[src/rtl/seg7_pkg.sv]
// Shared definitions for the 7-segment bus reader: FSM states, segment
// pattern table, and the digit-enable decoder used by the reader.
package seg7_pkg;

    localparam int NUM_DIGITS = 4;

    typedef enum logic [1:0] {
        ST_IDLE   = 2'd0,
        ST_SETTLE = 2'd1,
        ST_HOLD   = 2'd2
    } state_e;

    // Active-high abcdefg patterns; entry n is the glyph for nibble n.
    localparam logic [15:0][6:0] SEG_TABLE = {
        7'h47, 7'h4F, 7'h3D, 7'h4E,
        7'h1F, 7'h77, 7'h7B, 7'h7F,
        7'h70, 7'h5F, 7'h5B, 7'h33,
        7'h79, 7'h6D, 7'h30, 7'h7E
    };

    typedef struct packed {
        logic       hit;
        logic [1:0] idx;
    } digit_sel_t;

    // hit is set only when exactly one enable line is low; idx names that digit.
    function automatic digit_sel_t decode_an(input logic [NUM_DIGITS-1:0] an);
        digit_sel_t r;
        int         zeros;
        r     = '0;
        zeros = 0;
        for (int i = 0; i < NUM_DIGITS; i++) begin
            if (!an[i]) begin
                zeros = zeros + 1;
                r.idx = i[1:0];
            end
        end
        r.hit = (zeros == 1);
        return r;
    endfunction

endpackage

[src/rtl/seg7_encode.sv]
// Inverse of the hex display decoder: maps an active-high abcdefg pattern
// back to its nibble and flags patterns that are not in the glyph table.
module seg7_encode
    import seg7_pkg::*;
(
    input  logic [6:0] pattern,
    output logic [3:0] nibble,
    output logic       legal
);

    logic [15:0] hit;

    generate
        for (genvar gi = 0; gi < 16; gi++) begin : g_match
            assign hit[gi] = (pattern == SEG_TABLE[gi]);
        end
    endgenerate

    // Table entries are distinct, so at most one hit bit is set.
    always_comb begin
        nibble = '0;
        for (int i = 0; i < 16; i++) begin
            if (hit[i]) begin
                nibble = nibble | 4'(i);
            end
        end
    end

    assign legal = |hit;

endmodule

[src/rtl/seg7_reader.sv]
// Recovers a 16-bit value from a multiplexed 4-digit 7-segment bus; a value
// is published only after two consecutive identical complete frames.
module seg7_reader
    import seg7_pkg::*;
#(
    parameter int unsigned SETTLE         = 4,
    parameter bit          SEG_ACTIVE_LOW = 1'b0
) (
    input  logic        clk,
    input  logic        rst_n,
    input  logic [6:0]  seg,
    input  logic [3:0]  an,
    output logic [15:0] value,
    output logic        valid,
    output logic        err
);

    localparam logic [8:0] SETTLE_W = 9'(SETTLE);

    state_e      state_q, state_d;
    logic [7:0]  cnt_q, cnt_d;
    logic [3:0]  an_lat_q, an_lat_d;
    logic [6:0]  seg_lat_q, seg_lat_d;
    logic [15:0] frame_q, frame_d;
    logic [15:0] prev_frame_q, prev_frame_d;
    logic [3:0]  seen_q, seen_d;
    logic        prev_ok_q, prev_ok_d;
    logic [15:0] value_q, value_d;
    logic        valid_q, valid_d;
    logic        err_q, err_d;

    digit_sel_t  sel;
    logic [6:0]  seg_eff;
    logic [3:0]  nibble;
    logic        legal;
    logic [15:0] frame_cap;
    logic [3:0]  seen_cap;

    assign sel     = decode_an(an);
    assign seg_eff = SEG_ACTIVE_LOW ? ~seg : seg;

    seg7_encode u_encode (
        .pattern (seg_eff),
        .nibble  (nibble),
        .legal   (legal)
    );

    // A capture only happens while an/seg match the latched copies, so the
    // live bus is what gets decoded and the live an selects the slot.
    generate
        for (genvar gi = 0; gi < NUM_DIGITS; gi++) begin : g_slot
            assign frame_cap[4*gi +: 4] = (sel.idx == 2'(gi)) ? nibble : frame_q[4*gi +: 4];
            assign seen_cap[gi]         = seen_q[gi] | (sel.idx == 2'(gi));
        end
    endgenerate

    always_comb begin
        logic       capture;
        logic       changed;
        logic [8:0] cnt_next;

        state_d      = state_q;
        cnt_d        = cnt_q;
        an_lat_d     = an_lat_q;
        seg_lat_d    = seg_lat_q;
        frame_d      = frame_q;
        prev_frame_d = prev_frame_q;
        seen_d       = seen_q;
        prev_ok_d    = prev_ok_q;
        value_d      = value_q;
        valid_d      = 1'b0;
        err_d        = 1'b0;
        capture      = 1'b0;
        changed      = (an != an_lat_q) || (seg != seg_lat_q);
        cnt_next     = {1'b0, cnt_q} + 9'd1;

        case (state_q)
            ST_IDLE: begin
                if (sel.hit) begin
                    cnt_d     = 8'd1;
                    an_lat_d  = an;
                    seg_lat_d = seg;
                    state_d   = ST_SETTLE;
                end
            end
            ST_SETTLE, ST_HOLD: begin
                if (!sel.hit) begin
                    cnt_d   = 8'd0;
                    state_d = ST_IDLE;
                end else if (changed) begin
                    cnt_d     = 8'd1;
                    an_lat_d  = an;
                    seg_lat_d = seg;
                    state_d   = ST_SETTLE;
                end else if (state_q == ST_SETTLE) begin
                    cnt_d = cnt_next[7:0];
                    if (cnt_next >= SETTLE_W) begin
                        capture = 1'b1;
                        state_d = ST_HOLD;
                    end
                end
            end
            default: begin
                cnt_d   = 8'd0;
                state_d = ST_IDLE;
            end
        endcase

        if (capture) begin
            if (legal) begin
                frame_d = frame_cap;
                if (seen_cap == 4'hF) begin
                    if (prev_ok_q && (frame_cap == prev_frame_q)) begin
                        value_d = frame_cap;
                        valid_d = 1'b1;
                    end
                    prev_frame_d = frame_cap;
                    prev_ok_d    = 1'b1;
                    seen_d       = 4'h0;
                end else begin
                    seen_d = seen_cap;
                end
            end else begin
                // A garbled digit poisons both the partial and the reference frame.
                err_d     = 1'b1;
                seen_d    = 4'h0;
                prev_ok_d = 1'b0;
            end
        end
    end

    always_ff @(posedge clk or negedge rst_n) begin
        if (!rst_n) begin
            state_q      <= ST_IDLE;
            cnt_q        <= 8'd0;
            an_lat_q     <= 4'hF;
            seg_lat_q    <= 7'h00;
            frame_q      <= 16'h0000;
            prev_frame_q <= 16'h0000;
            seen_q       <= 4'h0;
            prev_ok_q    <= 1'b0;
            value_q      <= 16'h0000;
            valid_q      <= 1'b0;
            err_q        <= 1'b0;
        end else begin
            state_q      <= state_d;
            cnt_q        <= cnt_d;
            an_lat_q     <= an_lat_d;
            seg_lat_q    <= seg_lat_d;
            frame_q      <= frame_d;
            prev_frame_q <= prev_frame_d;
            seen_q       <= seen_d;
            prev_ok_q    <= prev_ok_d;
            value_q      <= value_d;
            valid_q      <= valid_d;
            err_q        <= err_d;
        end
    end

    assign value = value_q;
    assign valid = valid_q;
    assign err   = err_q;

endmodule

[config.mk]
export PLATFORM = sky130hd
export DESIGN_NAME = seg7_reader
export DESIGN_NICKNAME = d
export VERILOG_FILES = /design/src/rtl/seg7_pkg.sv /design/src/rtl/seg7_encode.sv /design/src/rtl/seg7_reader.sv
export SDC_FILE = /design/constraint.sdc
export NUM_CORES = 1
export LEC_CHECK = 0
export CAP_MARGIN = 20
export CORE_MARGIN = 3
export CORE_UTILIZATION = 40
export CTS_CLUSTER_DIAMETER = 150
export DETAILED_ROUTE_END_ITERATION = 10
export MAX_ROUTING_LAYER = met4
export PLACE_DENSITY = 0.63
export SYNTH_ARGS = -nofsm -noshare
export SYNTH_HDL_FRONTEND = slang
export SYNTH_SLANG_ARGS = --single-unit
export TNS_END_PERCENT = 1
[constraint.sdc]
create_clock -name clk -period 4.9 [get_ports clk]
set_input_delay 1.47 -clock clk [delete_from_list [all_inputs] [get_ports clk]]
set_output_delay 1.47 -clock clk [all_outputs]
set_load 0.03 [all_outputs]
-- Word-level counts from Yosys, hierarchy flattened
Cells that the tools add are included.
- flip-flop bits (word level): 76
- word-level logic and storage cells: 126
- output and inout port bits: 18
- add/subtract/negate cells: 4
- magnitude comparators: 1
- bitwise gates (word level): 4
- mux-type cells: 60
- equal/unequal tests: 32
- reductions and logical operators: 14
- operators with widths (kind ; number):
    $add 32x2->32 const B ; 3
    $mux 32 ; 3
    $eq 7x7->1 const B ; 12
    $mux 4 ; 17
    $eq 32x2->1 const B ; 1
    $mux 8 ; 4
    $eq 7x6->1 const B ; 3
    $mux 7 ; 3
    $mux 2 ; 9
    $eq 16x16->1 ; 1
    $mux 1 ; 16
    $pmux 8 s2 ; 1
    $reduce_or 16->1 ; 1
    $pmux 7 s2 ; 1
    $mux 3 ; 4
    $add 8x1->9 const B ; 1
    $ge 9x3->1 const B ; 1
    $ne 4x4->1 const B ; 2
    $pmux 4 s2 ; 1
    $reduce_and 4->1 ; 2
    $eq 7x5->1 const B ; 1
    $ne 7x7->1 ; 1
    $eq 2x2->1 const B ; 3
    $ne 2x2->1 const B ; 3
    13 further kinds ; 21

-- Longest topological paths before layout
- word-level depth: 23
- mapped depth: 15
- depth with buffers taken out: 13

-- Modules after synthesis
From an unflattened synthesis, not the netlist that was laid out.
- cell total of the unflattened synthesis: 430
- area, all modules: 4299.1 µm²
- by module, submodules not included (module ; times used ; area each (µm²) ; cells an instance):
    seg7_reader ; 1 ; 3973.8 ; 375
    seg7_encode ; 1 ; 325.3 ; 55

-- Worst setup path after synthesis
Ideal clock, no wire load.
- path type: input-to-reg
- from: in an[0]
- to: reg value_q[10] (netlist: value[10])
- path slack: 0.019 ns
- data required time: 4.775 ns
- buffers on the path: 2
- data arrival time: 4.756 ns
- cell stages on the path: 14
- setup time: 0.125 ns
- cells stage by stage: inv_1 -> ha_1 -> xnor2_1 -> ha_1 -> or3_1 -> o311ai_2 -> nand4_2 -> and4bb_1 -> buf_4 -> o2111ai_2 -> or4_4 -> nor4_4 -> buf_8 -> mux2_4
- word-level cells in the longest chain between the ends: 11
- ends and longest elaborated chain (what ; line ; source):
    from (decl) ; seg7_reader.sv:12 ; input logic [3:0] an,
    $mux 1 ; seg7_pkg.sv:33 ; if (!an[i]) begin
    $add 32x2->32 ; seg7_pkg.sv:34 ; zeros = zeros + 1;
    $mux 32 ; seg7_pkg.sv:33 ;
    $add 32x2->32 ; seg7_pkg.sv:34 ;
    $mux 32 ; seg7_pkg.sv:33 ;
    $add 32x2->32 ; seg7_pkg.sv:34 ;
    $mux 32 ; seg7_pkg.sv:33 ;
    $eq 32x2->1 ; seg7_pkg.sv:38 ; r.hit = (zeros == 1);
    $mux 1 (*) ; seg7_reader.sv:87 ; if (!sel.hit) begin
    $mux 1 (*) ; seg7_reader.sv:77 ; case (state_q)
    $reduce_and 4->1 (no line) (*) ; n/a ;
    to (signal assigned) ; seg7_reader.sv:154 ; value_q <= value_d;
    to (decl) ; seg7_reader.sv:28 ; logic [15:0] value_q, value_d;
Mark *: on every way between the ends. The rest lies on a longest branch, timed or not.
A chain may end at the register's enable or synchronous reset.

-- Worst setup path in the final report
- from: in an[1]
- to: reg value_q[4] (netlist: value[4])
- word-level cells in the longest chain between the ends: 9
- ends and longest elaborated chain (what ; line):
    $mux 32 ; seg7_pkg.sv:33
    $add 32x2->32 ; seg7_pkg.sv:34
    $mux 32 ; seg7_pkg.sv:33
    $add 32x2->32 ; seg7_pkg.sv:34
    $mux 32 ; seg7_pkg.sv:33
    $eq 32x2->1 ; seg7_pkg.sv:38
    $mux 1 ; seg7_reader.sv:87
    $mux 1 ; seg7_reader.sv:77
    $reduce_and 4->1 (no line) ; n/a
Several ways; a longest one is shown, not always the timed one.

==> results.ini <==
[outcome]
status=complete, no violations

[logic_synthesis]
synth_edf_count=0
synth_compound_area_share_pct=15.3
async_flop_share_pct=100
yosys_warnings=0
synthFlopType=dfrtp_1
synthesis.nets=501
synth-seq-area-share_pct=41.3
synth_xor_area_share_pct=6.26
synthAdderAreaFrac_pct=2.44
muxShareOfSynthArea_pct=9.92
ys_types=73
synth_top_family_by_area=simple AND/OR/NAND/NOR gates
synth_simple_gate_area_share_pct=19.8
synthCells=479
ys_seq_elements=76
avgSynthCellArea_sq_um=9.64
syn_area_sq_mm=0.00462

[sta]
hold_violations=0
fin_ws_ns=0.199
timing.final.max_slew_violations=0
period_share_pct=95.9
worst_pin_slew_ns=0.961
fin_setup_tns_ns=0
slew_headroom_pct=36.0
finalSetupViolations=0
max_clock_freq_ghz=0.213
min_period_ns=4.70
clock_skew_ns=0.00717
rsz0062_at_grt=no

[placed_design]
dp_slack_ns=-0.429
dp_hpwl_um=7810
io_buffers=30
place.gp.congestion=0.919

[critical_path]
crit_cells=15
crit_start=an[1]
max_stage_delay_ns=0.44
cp_slowest_cell=or4_4
rr_worst_depth=10
worst-setup-path-type=in -> reg
worstSetupStartpointType=input pin
end_kind=flip-flop
cp_top_family=simple AND/OR/NAND/NOR gates
path_cells=dlygate4sd2_1, inv_1, ha_4, xnor2_1, ha_1, or3_4, o311ai_4, nand4_2, and4bb_2, o2111ai_2, or4_4, nor4_4, buf_4, buf_12, mux2_2
path_max_fanout=8
path_buf_inv=4
crit_end=value[4]
arrival_ns=4.92
r2r_start=prev_frame_q[11]
r2r-end=value[4]
crit_required_ns=5.12
ff2ff_setup_slack_ns=1.50

[floorplanning]
initial_utilization_pct=41.7
die_area_sq_mm=0.0129
rows=38
num_io_pins=31
coreArea_sq_mm=0.0111
die_w_um=113
dieHeight_um=113

[cts]
cts_sinks=76
cts_tree=done
clkTransAtPathRegs_ns=0.06
htreeDepth=3
ctsLongestPathBuffers=2
cts.hold.buffers_added=0
cts_root_buf=clkbuf_16
insertion_delay_ns=0.33
cts_made_buffers=9

[cells_and_area]
multi_input_area_sq_mm=0.00251
final_cell_mix=72 x dfrtp_1, 54 x nand2_1, 48 x o21ai_0
layout_commonest_cell=dfrtp_1
drive_gt1_share_pct=22.5
n_antenna_cell=0
seqCellArea_sq_mm=0.00191
nFillCells=1043
area_growth_syn_to_layout_pct=23.7
nNetsFinal=564

[run]
timing.max_cap.violations=0

[global_route]
grt_pass1_wl_um=19000
overflow=0
grt_pass1_vias=3783
grt_max_degree=77
grt_usage_pct=18.7
antenna_found_initial=0

[drt]
drt_iter0_markers=280
wl_per_cell_um=16.0
finalWirelength_um=11000
dr.pass1.iters=4
vias=3807
ant_nets=0
vias_per_cell=5.54
drc=0

[power_and_ir_drop]
leakagePower_nw=2.55
irDropWorstVdd_v=0.000227
powerDensity_mw_per_mm2=305

[hold_path]
hold_class=reg -> reg

-- registers in the layout, summed over array words and instances (netlist names) --
name and count:
an_lat_q 4, cnt_q 8, err 1, frame_q 16
prev_frame_q 16, prev_ok_q 1, seen_q 4, seg_lat_q 7
state_q 2, valid 1, value 16
-- synth_stat cells (7+ instances only) --
cell type  instances  area (sq um)
a21oi_1           16          80.1
nand3_1           15          75.1
dfrtp_1           72          1800
nand2_1           54           203
clkbuf_1          10          37.5
buf_2             10          50.1
nand2b_1           7          43.8
nor2_1            25          93.8
o21ai_0           48           240
ha_1               9           113
mux2_4             7           105
mux2_2            26           293
xnor2_1           20           175
xor2_1            13           114
inv_1             21          78.8
-- routing by layer --
layer | up-vias | GRT usage, % | routed length, um
li1 | 1850 | - | -
met1 | 1861 | 25.8 | 5180
met2 | 77 | 27.8 | 5190
met3 | 19 | 3.82 | 382
met4 | 0 | 6.17 | 217
met5 | - | - | 0
-- what timing repair did --
action                                 in CTS  in global routing
gates cloned                                1                  0
endpoints found under the hold margin       0                  0
resized for setup                           6                  2
buffers inserted                            3                  0
pin swaps                                   7                  4
setup endpoints to repair                  13                 16
-- power by group --
group          total [mW]  switching, mW  internal, mW
registers           0.733         0.0405         0.693
logic               0.338          0.172         0.166
clock network       0.671          0.271         0.400
total                1.74          0.484          1.26
-- worst min-delay path by stage --
stage,from,cells past startpoint,slack (ns),to
finish,an_lat_q[3],2,0.49,an_lat_q[3]
global route,an_lat_q[1],2,0.50,an_lat_q[1]
CTS,an_lat_q[3],2,0.49,an_lat_q[3]
detailed placement,an_lat_q[3],2,0.48,an_lat_q[3]
global placement,an_lat_q[2],2,0.48,an_lat_q[2]
floorplan,seen_q[3],2,0.46,seen_q[3]
-- stage by stage --
stage                     total power, mW  instance area, sq um  utilization, %  hold slack (ns)  instances
final                                1.74                  5710            51.6            0.488        687
after global routing                 1.84                  5710            51.6            0.505        687
after CTS                            1.76                  5710            51.5            0.492        687
after detailed placement             1.08                  5330            48.1            0.484        667
after global placement               1.07                  5330            48.1            0.480        667
after floorplan                     0.967                  4620               -            0.463        479
-- logic make-up after synthesis --
| group | Yosys count |
|---|---|
| AND/OR/NAND/NOR | 163 |
| AO/OA/AOI/OAI | 111 |
| flip-flops | 76 |
| buffers and inverters | 48 |
| multiplexers | 39 |
| XOR/XNOR | 33 |
| adder cells (fa/ha/maj) | 9 |
-- tightest hold or removal path, stage by stage (launching register included) --
cell and delay [ns]:
dfstp_2 0.37, nand2_1 0.04, o21ai_0 0.07
-- area by class of cell --
| cell class | instances | area share [%] |
|---|---|---|
| clock inverter | 6 | 1.25 |
| clock buffer | 10 | 4.01 |
| sequential | 76 | 33.4 |
| multi-input combinational | 355 | 43.9 |
| timing repair buffer | 79 | 13.0 |
| inverter | 21 | 1.38 |
| tap | 140 | 3.07 |
Power figures use the tool's default switching activity.
==> RTL edit 1, RTL diff (same flow settings) <==
Change the parameter `SEG_ACTIVE_LOW` from 1'b0 to 1'b1.
--- a/src/rtl/seg7_reader.sv
+++ b/src/rtl/seg7_reader.sv
@@ -6,3 +6,3 @@
     parameter int unsigned SETTLE         = 4,
-    parameter bit          SEG_ACTIVE_LOW = 1'b0
+    parameter bit          SEG_ACTIVE_LOW = 1'b1
 ) (
Behaviour: not the same (Yosys sat finds a counterexample within 10 cycles, from zero or initial values and one cycle with rst_n low).
==> RTL edit 1 against the unedited design <==
Sequential share of layout area is 2.1 points higher; count of clock-buffer cells in the layout shrank 1; register-to-register slack better by 0.71 ns; sequential cell count unchanged; die area fell by 1.0%; total power fell by 2.4%; utilization shrank 2.7 points; wire length fell by 1.7%; design area decreased by 6.0%; clock power decreased by 3%; area after synthesis decreased by 1.1%; combinational power fell by 6.8%; clock skew decreased by 0.00072 ns; setup slack improved by 0.015 ns; largest power group unchanged; highest routed layer unchanged.
==> RTL edit 1: results (changes against the unedited design) <==
grt_pass1_wl_um: 18900  # -0.29%
routed_wirelength_um: 10800  # -1.7%
track_usage: 0.187  # about the same
fin_skew_ns: 0.00645  # -0.000721 ns
power_switching_w: 0.000469  # -3.1%
crit_end: "value[4]"
fin_nets: 571  # +1.2%
diodes: 0  # unchanged
synth.distinct_cells: 66  # -9.6%
num_rows: 38  # unchanged
multi_input_cells: 375  # +5.6%
clkTransAtPathRegs_ns: 0.06  # about the same
placedCellCount: 678  # +1.6%
outcome: "completed"
dp_worst_setup_slack_ns: -0.117  # +0.311 ns
first_global_vias: 3788  # +0.13%
pg_clk_w: 0.000652  # -3%
post_dp_cell_area_um2: 5080  # -4.6%
syn_nets: 530  # +5.8%
detailed_place_hpwl_um: 7810  # about the same
drtIter0Drc: 226  # -19%
multiInputGateArea_um2: 2370  # -5.8%
worst_pin_slew_ns: 0.951  # -0.00925 ns
buffers: 59  # -25%
power_density_nw_per_um2: 317  # +3.8%
critPathSlowestCell: "clkdlybuf4s50_1"
total_power_w: 0.00170  # -2.4%
holdWs_ns: 0.486  # -0.00194 ns
viasPerCell: 5.50  # -0.83%
peakVddDrop_uv: 166  # -27%
synthTopCellsByArea: "dfrtp_1 39%, nand2_1 6.5%, o21ai_0 5.9%"
cts_resized: 0  # -6
sequentialPowerShare: 0.432  # +0.011
r2r_setup_slack_ns: 2.21  # +0.71 ns
layout.nonclk_buf_frac: 0.0983  # -0.0316
avgSynthCellArea_um2: 8.99  # -6.7%
drive_gt1_frac: 0.123  # -0.102
synthArstFlopShare: 1.00  # unchanged
cts_setup_buffers: 0  # -3
clock_area_frac: 0.0543  # +0.00171
r2r_end: "value[11]"
yosysWarnings: 0  # unchanged
slowest_delay_ns: 0.50  # +0.06 ns
r2r.worst_path.cells: 9  # -1
routabilityCongestion: 0.936  # +1.9%
fin_setup_tns_ns: 0  # unchanged
inverters: 28  # +33%
fill_cells: 1051  # +0.77%
hold_start: "frame_q[12]"
nClkBuffers: 9  # -1
setup_ws_ns: 0.214  # +0.0150 ns
cp_max_fo: 12  # +4
seq_share: 0.355  # +0.0212
worstPathArrival_ns: 4.93  # about the same
r2r_start: "cnt_q[0]"
hold_path_end: "frame_q[12]"
ys_seq_area_frac: 0.417  # +0.00452
instances_no_fill: 694  # +1.0%
power.leakage_nw: 2.41  # -5.4%
RTL edit 1: cell types whose count changed after synthesis, sizes merged, moves of 4 or more:
cell	delta
mux2	-22
mux2i	+10
xor2	-4
a211oi	-5
and3b	+4
nand2	+25
inv	+7
nor3	+5
and3	+4
o21ai	+10
RTL edit 1: cells by family (layout without fill, tap and decap cells):
logic type / Yosys count / count (layout) / share of synthesized area
adders and majority gates: 9 / 9 / 0.0247
DFF: 76 / 76 / 0.417
and+or+nand+nor: 190 / 190 / 0.209
xor gates and xnor gates: 29 / 29 / 0.0556
AOI/OAI and AO/OA: 120 / 120 / 0.167
muxes: 27 / 27 / 0.0622
buffers and inverters: 57 / 103 / 0.0646
RTL edit 1: per-layer routing:
metal  global-route usage  wire length [um]  vias up
met5                    -                 0        -
met4               0.0553               187        0
met3               0.0305               513       16
met2                0.309              5270       90
met1                0.238              4820     1832
li1                     -                 -     1876
==> RTL edit 2, RTL diff (config.mk and constraints unchanged) <==
Without the edit above. Re-encode `state_e` (3 states) as one-hot, 3 bits wide.
--- a/src/rtl/seg7_pkg.sv
+++ b/src/rtl/seg7_pkg.sv
@@ -6,6 +6,6 @@
 
-    typedef enum logic [1:0] {
-        ST_IDLE   = 2'd0,
-        ST_SETTLE = 2'd1,
-        ST_HOLD   = 2'd2
+    typedef enum logic [2:0] {
+        ST_IDLE   = 3'b001,
+        ST_SETTLE = 3'b010,
+        ST_HOLD   = 3'b100
     } state_e;
Behaviour: no difference found for any inputs over 10 cycles, from zero or initial values and one cycle with rst_n low; not proved beyond that.
==> RTL edit 2 against the unedited design <==
Total power is 4.1% lower; clock power up 1%; wire length up 4.4%; synthesized cell count is 4.2% higher; sequential share of layout area rose by 0.81 points; setup slack improved by 0.20 ns; area after synthesis grew 3.1%; design area fell by 1.0%; critical endpoint is now value[0]; sequential cell count up 1; critical path type unchanged; largest power group unchanged; fmax grew 4.4%; worst hold slack improved by 0.021 ns; count of clock-buffer cells in the layout is the same.
==> RTL edit 2: results (changes against the unedited design) <==
outcome: "completed"
slowest_delay_ns: 0.63  # +0.19 ns
peakVddDrop_uv: 135  # -40%
hold_start: "seen_q[3]"
routabilityCongestion: 0.898  # -2.3%
post_dp_cell_area_um2: 5350  # +0.35%
synth.distinct_cells: 72  # -1.4%
dp_worst_setup_slack_ns: 0.0653  # +0.494 ns
synth_fa_ha_area_frac: 0.0131  # -0.0112
setup_ws_ns: 0.395  # +0.196 ns
grt_pass1_wl_um: 19200  # +1.2%
holdWs_ns: 0.509  # +0.0209 ns
hold_path_end: "seen_q[3]"
synthTopCellsByArea: "dfrtp_1 38%, mux2i_1 6.7%, mux2_2 5.0%"
track_usage: 0.188  # +0.00108
worstPathArrival_ns: 4.76  # -0.16 ns
r2r_start: "frame_q[13]"
maxSlewHeadroom: 0.360  # +0.000579
power.leakage_nw: 2.58  # +1.3%
cts_resized: 0  # -6
dr.pass1.iters: 6  # +2
syn_nets: 517  # +3.2%
grt_max_degree: 78  # +1.3%
fin_nets: 566  # +0.35%
drtIter0Drc: 331  # +18%
synth_mux_area_frac: 0.117  # +0.0177
r2r.worst_path.cells: 8  # -2
first_global_vias: 3787  # +0.11%
cp_max_fo: 16  # +8
swShare: 0.261  # -0.0170
drive_gt1_frac: 0.175  # -0.0495
ys_seq_area_frac: 0.406  # -0.00706
synth-compound-area-share: 0.165  # +0.0122
r2r_end: "value[0]"
RTL edit 2: worst max-delay path: cells and delay by family:
| kind | cells | cell delay [ns] |
|---|---|---|
| buf+inv | 2 | 0.54 |
| compound gates | 2 | 0.46 |
| fa+ha+maj | 2 | 0.55 |
| simple gates | 4 | 1.14 |
| mux | 1 | 0.25 |
| xor+xnor | 2 | 0.34 |
RTL edit 2: power by group through the flow:
| stage | logic, W | clock network [W] | registers (W) |
|---|---|---|---|
| finish | 0.000247 | 0.000681 | 0.000744 |
| global route | 0.000276 | 0.000727 | 0.000751 |
| CTS | 0.000250 | 0.000694 | 0.000744 |
| detailed placement | 0.000248 | 0 | 0.000756 |
| global placement | 0.000243 | 0 | 0.000751 |
| floorplan | 0.000180 | 0 | 0.000743 |
RTL edit 2: cell type report:
type / count / area [um2]
inverter: 31 / 116
multi-input combinational: 362 / 2540
tap: 143 / 179
timing repair buffer: 67 / 576
clock inverter: 6 / 71.3
fill: 1091 / 5860
sequential: 77 / 1930
clock buffer: 10 / 239
RTL edit 2: routing by layer:
metal	GRT usage	share of wire	routed length [um]
met3	0.0337	0.044	505
met5	-	0	0
met4	0.0704	0.019	223
met1	0.250	0.46	5320
met2	0.288	0.47	5410
RTL edit 2: cells by family after synthesis:
group / Yosys count
DFF: 77
adders and majority gates: 5
AOI/OAI and AO/OA: 120
and+or+nand+nor: 154
muxes: 53
buffers and inverters: 60
xor gates and xnor gates: 30
RTL edit 2: worst max path at each step:
stage               depth (start not counted)       end  startpoint
finish                                     13  value[0]       an[0]
detailed placement                         13  value[0]       an[0]
global route                               13  value[0]       an[0]
floorplan                                  16  value[1]       an[1]
CTS                                        13  value[0]       an[0]
global placement                           13  value[3]       an[0]
RTL edit 2: per-stage QoR:
step	utilization	cells
floorplan	-	499
global placement	0.464	680
detailed placement	0.464	680
CTS	0.491	696
global route	0.491	696
finish	0.491	696
